`config.mk`:
```
export PLATFORM = sky130hd
export DESIGN_NAME = sc_psrandom_arbiter
export DESIGN_NICKNAME = d
export VERILOG_FILES = /design/src/rtl/sc_psrandom_arbiter_pkg.sv /design/src/rtl/sc_rr_picker.sv /design/src/rtl/sc_psrandom_arbiter.sv
export SDC_FILE = /design/constraint.sdc
export NUM_CORES = 1
export LEC_CHECK = 0
export CAP_MARGIN = 20
export CORE_MARGIN = 5
export CORE_UTILIZATION = 30
export DETAILED_ROUTE_END_ITERATION = 16
export MAX_ROUTING_LAYER = met4
export PLACE_DENSITY = 0.5
export SETUP_SLACK_MARGIN = 0.05
export SLEW_MARGIN = 25
export SYNTH_ARGS = -nofsm -noshare
export SYNTH_HDL_FRONTEND = slang
export SYNTH_SLANG_ARGS = --single-unit
```
`constraint.sdc`:
```
create_clock -name SC_PSRANDOM_ARBITER_CLOCK_50 -period 2.2 [get_ports SC_PSRANDOM_ARBITER_CLOCK_50]
set_input_delay 0.66 -clock SC_PSRANDOM_ARBITER_CLOCK_50 [delete_from_list [all_inputs] [get_ports SC_PSRANDOM_ARBITER_CLOCK_50]]
set_output_delay 0.66 -clock SC_PSRANDOM_ARBITER_CLOCK_50 [all_outputs]
set_load 0.02 [all_outputs]
```
`src/rtl/sc_psrandom_arbiter_pkg.sv`:
```
// Shared types and constants for the pseudo-random source arbiter.
// Used by sc_psrandom_arbiter and its picker sub-module.
package sc_psrandom_arbiter_pkg;

    typedef enum logic [2:0] {
        ST_IDLE    = 3'd0,
        ST_CLEAR   = 3'd1,
        ST_LOAD    = 3'd2,
        ST_DELIVER = 3'd3,
        ST_GAP     = 3'd4
    } state_t;

    // Capture-register strobes are active low; this is their idle level.
    localparam logic STROBE_INACTIVE = 1'b1;

    localparam int GRANT_W = 3;

endpackage

```
`src/rtl/sc_rr_picker.sv`:
```
// Combinational winner selection: first request at or above ptr_i, with wrap.
// With SC_PSRANDOM_ARBITER_FIXED_PRIO_EN defined, the lowest requesting index wins.
module sc_rr_picker
    import sc_psrandom_arbiter_pkg::*;
#(
    parameter int NUM_REQ = 2
) (
    input  logic [NUM_REQ-1:0] req_i,
    input  logic [GRANT_W-1:0] ptr_i,
    output logic [GRANT_W-1:0] winner_o,
    output logic               valid_o
);

    logic [7:0] req_pad;

`ifdef SC_PSRANDOM_ARBITER_FIXED_PRIO_EN
    logic unused_ptr;
    assign unused_ptr = ^ptr_i;

    always_comb begin
        req_pad = '0;
        req_pad[NUM_REQ-1:0] = req_i;
        winner_o = '0;
        for (int i = NUM_REQ - 1; i >= 0; i--) begin
            if (req_pad[GRANT_W'(i)]) winner_o = GRANT_W'(i);
        end
    end
`else
    logic [GRANT_W-1:0] cand;

    // Scan from the farthest offset down so the nearest match is written last.
    always_comb begin
        req_pad = '0;
        req_pad[NUM_REQ-1:0] = req_i;
        winner_o = '0;
        cand = '0;
        for (int i = NUM_REQ - 1; i >= 0; i--) begin
            cand = GRANT_W'((int'(ptr_i) + i) % NUM_REQ);
            if (req_pad[cand]) winner_o = cand;
        end
    end
`endif

    assign valid_o = |req_i;

endmodule

```
`src/rtl/sc_psrandom_arbiter.sv`:
```
// Arbiter/sequencer sharing one pseudo-random source and capture register among requesters.
// Define SC_PSRANDOM_ARBITER_FIXED_PRIO_EN for fixed lowest-index priority instead of round-robin.
module sc_psrandom_arbiter
    import sc_psrandom_arbiter_pkg::*;
#(
    parameter int NUM_REQ = 2,
    parameter int MIN_GAP = 2,
    parameter int GAP_W   = 4
) (
    input  logic               SC_PSRANDOM_ARBITER_CLOCK_50,
    input  logic               SC_PSRANDOM_ARBITER_RESET_InHigh,
    input  logic [NUM_REQ-1:0] SC_PSRANDOM_ARBITER_req_InBUS,
    input  logic               SC_PSRANDOM_ARBITER_clear_InLow,
    output logic [NUM_REQ-1:0] SC_PSRANDOM_ARBITER_ack_OutBUS,
    output logic [GRANT_W-1:0] SC_PSRANDOM_ARBITER_grant_OutBUS,
    output logic               SC_PSRANDOM_ARBITER_busy_Out,
    output logic               SC_PSRANDOM_ARBITER_load_OutLow,
    output logic               SC_PSRANDOM_ARBITER_clear_OutLow
);

    state_t             state_q, state_d;
    logic [GRANT_W-1:0] grant_q, grant_d;
    logic [GAP_W-1:0]   gap_q, gap_d;
    logic [GRANT_W-1:0] rr_ptr;
    logic [GRANT_W-1:0] winner;
    logic               any_req;

`ifdef SC_PSRANDOM_ARBITER_FIXED_PRIO_EN
    assign rr_ptr = '0;
`else
    logic [GRANT_W-1:0] rr_q, rr_d;
    logic [GRANT_W-1:0] next_ptr;

    assign rr_ptr   = rr_q;
    assign next_ptr = (grant_q == GRANT_W'(NUM_REQ - 1)) ? '0 : GRANT_W'(grant_q + 3'd1);
`endif

    sc_rr_picker #(
        .NUM_REQ (NUM_REQ)
    ) u_picker (
        .req_i    (SC_PSRANDOM_ARBITER_req_InBUS),
        .ptr_i    (rr_ptr),
        .winner_o (winner),
        .valid_o  (any_req)
    );

    always_ff @(posedge SC_PSRANDOM_ARBITER_CLOCK_50) begin
        if (SC_PSRANDOM_ARBITER_RESET_InHigh) begin
            state_q <= ST_IDLE;
            grant_q <= '0;
            gap_q   <= '0;
`ifndef SC_PSRANDOM_ARBITER_FIXED_PRIO_EN
            rr_q    <= '0;
`endif
        end else begin
            state_q <= state_d;
            grant_q <= grant_d;
            gap_q   <= gap_d;
`ifndef SC_PSRANDOM_ARBITER_FIXED_PRIO_EN
            rr_q    <= rr_d;
`endif
        end
    end

    // Clear beats requests in IDLE; requests and clear are not latched elsewhere.
    always_comb begin
        state_d = state_q;
        grant_d = grant_q;
        gap_d   = gap_q;
`ifndef SC_PSRANDOM_ARBITER_FIXED_PRIO_EN
        rr_d    = rr_q;
`endif
        case (state_q)
            ST_IDLE: begin
                if (!SC_PSRANDOM_ARBITER_clear_InLow) begin
                    state_d = ST_CLEAR;
                end else if (any_req) begin
                    state_d = ST_LOAD;
                    grant_d = winner;
                end
            end
            ST_CLEAR: state_d = ST_IDLE;
            ST_LOAD:  state_d = ST_DELIVER;
            ST_DELIVER: begin
`ifndef SC_PSRANDOM_ARBITER_FIXED_PRIO_EN
                rr_d = next_ptr;
`endif
                if (MIN_GAP == 0) begin
                    state_d = ST_IDLE;
                    gap_d   = '0;
                end else begin
                    state_d = ST_GAP;
                    gap_d   = GAP_W'(MIN_GAP);
                end
            end
            ST_GAP: begin
                gap_d = gap_q - 1'b1;
                if (gap_q <= GAP_W'(1)) state_d = ST_IDLE;
            end
            default: state_d = ST_IDLE;
        endcase
    end

    // Ack is gated by the live request so a withdrawn draw is silently discarded.
    always_comb begin
        SC_PSRANDOM_ARBITER_ack_OutBUS = '0;
        for (int i = 0; i < NUM_REQ; i++) begin
            SC_PSRANDOM_ARBITER_ack_OutBUS[i] = (state_q == ST_DELIVER) &&
                                                (grant_q == GRANT_W'(i)) &&
                                                SC_PSRANDOM_ARBITER_req_InBUS[i];
        end
    end

    assign SC_PSRANDOM_ARBITER_grant_OutBUS = grant_q;
    assign SC_PSRANDOM_ARBITER_busy_Out     = (state_q != ST_IDLE);
    assign SC_PSRANDOM_ARBITER_load_OutLow  = (state_q == ST_LOAD)  ? ~STROBE_INACTIVE : STROBE_INACTIVE;
    assign SC_PSRANDOM_ARBITER_clear_OutLow = (state_q == ST_CLEAR) ? ~STROBE_INACTIVE : STROBE_INACTIVE;

endmodule

```
==> qor.yml <==
status: "finished clean"
synth_async_sr_flop_share: 0
final_nets: 84
yosysWarningCount: 0
routedWlPerCell_um: 12.3
hold_buffers: 0
clk_latency_ns: 0.26
wl_um: 1130
synthTopCellsByArea: "dfxtp_1 (36%), a21oi_1 (7.0%), ha_1 (5.0%)"
hp-class: "reg -> reg"
holdWs_ns: 0.506
min_path_cells: 2
drt_iter0_markers: 5
num_antenna_cells: 0
worstPathRequired_ns: 1.54
drc: 0
yosysMostFrequentCell: "dfxtp_1"
syn_avg_cell_area_um2: 8.67
die_h_um: 50.9
yosysTopAreaCell: "dfxtp_1"
cts_max_path_buffers: 2
cp-start-kind: "primary input"
num_vias: 473
end_kind: "output port"
synth_cells: 58
synth-edff-count: 0
crit_arrival_ns: 1.45
synthFlopType: "dfxtp_1"
post-route-period-util: 0.958
gp_congestion: 0.785
grt_pass1_vias: 452
ys_types: 30
power_density_nw_per_um2: 585
hold_viol_final: 0
dpl-instance-area_um2: 653
root_buffer: "clkbuf_4"
peakVddDrop_mv: 0.190
fp-row-count: 14
ys_ff_latch: 9
rr_worst_depth: 4
grt_max_degree: 10
layout_min_cycle_time_ns: 2.11
grt_setup_unrepaired: "no"
syn2layout_area_growth_pct: 34.1
yosys.area.top_type_share: 0.358
netlist_area_um2: 503
start_util: 0.326
first_pass_iters: 4
detail_route.vias_per_cell: 5.14
finalClockSkew_ns: 0.000201
clk_pin_slew_ns: 0.07
core_um2: 1540
numCtsBuffers: 3
drive_above_1_share: 0.237
die_area_um2: 2600
criticalPathCategory: "in -> out"
ioPinCount: 13
die_x_um: 50.9
maxSlewViolCount: 0
power_uw: 395
synthTopCellsByCount: "dfxtp_1 (9), a21oi_1 (7), nand2b_1 (4), and3_1 (3), nor2_1 (3)"
finalInstanceArea_um2: 674
num-fill-cells: 161
finalSetupViolations: 0
antenna_found_initial: 0
overflow: 0
hpwl_um: 862
ys_seq_area_frac: 0.358
timing.fmax_mhz: 474
clock-sinks: 9
cts_max_level: 1
ant_nets: 0
grtUsageTotal: 0.108
cts_tree: "built"
max_cap_violations: 0
port_buffers: 10
total_leakage_power_uw: 0.000277
grt_first_pass_wirelength_um: 2030
critical_path_peak_fanout: 2
-- path summary, 6_finish.rpt --
check                                                      start                                          endpoint  slack, ns
worst max register to register           state_q[2]$_SDFFE_PP0P_  SC_PSRANDOM_ARBITER_grant_OutBUS[0]$_SDFFE_PP0P_       0.91
worst max-delay path            SC_PSRANDOM_ARBITER_req_InBUS[0]                 SC_PSRANDOM_ARBITER_ack_OutBUS[0]       0.09
worst min register to register            rr_ptr[0]$_SDFFE_PP0N_                            rr_ptr[0]$_SDFFE_PP0N_       0.51
worst min-delay path                      rr_ptr[0]$_SDFFE_PP0N_                            rr_ptr[0]$_SDFFE_PP0N_       0.51
-- final cells by class --
cell class | instances | area [µm²] | share of cell area
timing repair buffer | 16 | 134 | 0.199
tap | 16 | 20.0 | 0.0297
multi-input combinational | 44 | 302 | 0.447
inverter | 3 | 11.3 | 0.0167
sequential | 9 | 181 | 0.269
clock buffer | 4 | 26.3 | 0.0390
-- stage by stage --
step | cells | util | TNS, ns | setup WS (ns)
finish | 92 | 0.438 | 0 | 0.0924
global route | 92 | 0.438 | 0 | 0.0535
global placement | 88 | 0.424 | -0.741 | -0.390
floorplan | 59 | - | 0 | 0.285
CTS | 92 | 0.433 | 0 | 0.0521
detailed placement | 88 | 0.424 | -0.722 | -0.384
-- timing repair --
action | 4_1_cts | 5_1_grt
resized for setup | 13 | 3
buffers inserted | 0 | 0
setup endpoints to repair | 5 | 3
cloned | 0 | 0
-- cell families after synthesis --
logic type | synth area share
buf+inv | 0.0597
other cells | 0.00746
simple gates | 0.308
compound gates | 0.216
flops | 0.358
fa+ha+maj | 0.0497
-- power breakdown --
group | switching (µW) | total, µW | internal (µW)
combinational | 42.2 | 81.4 | 39.2
clock | 64.2 | 134 | 70.1
sequential | 8.29 | 179 | 171
total | 115 | 395 | 280
-- routing by layer --
metal | GRT usage | wire length (µm) | vias to the layer above
li1 | - | - | 246
met1 | 0.144 | 563 | 216
met2 | 0.122 | 471 | 9
met3 | 0.0523 | 89 | 2
met4 | 0.0766 | 10 | 0
met5 | - | 0 | -
-- state kept, by name, indices dropped and copies added, names as in the netlist --
register / count
gap_q: 4
state_q: 3
SC_PSRANDOM_ARBITER_grant_OutBUS: 1
rr_ptr: 1
-- critical path, stage by stage --
cell	delay, ns
clkdlybuf4s50_1	0.47
nor3b_2	0.14
buf_2	0.18
-- cell usage in the layout, fill, tap and decap left out, drive strengths merged --
cell,instances
or3,2
nor2,3
clkdlybuf4s50,5
a21oi,7
clkdlybuf4s15,2
a211oi,1
o31ai,1
nand2,2
dfxtp,9
a31oi,1
ha,2
nor4,2
buf,8
conb,2
clkbuf,4
dlygate4sd2,1
a2111oi,3
a21bo,1
and3b,1
nand2b,4
and2b,1
and3,3
o21ai,2
inv,3
nor3b,2
nor3,1
nor4b,1
nand3,1
nor2b,1
Power figures use the tool's default switching activity.
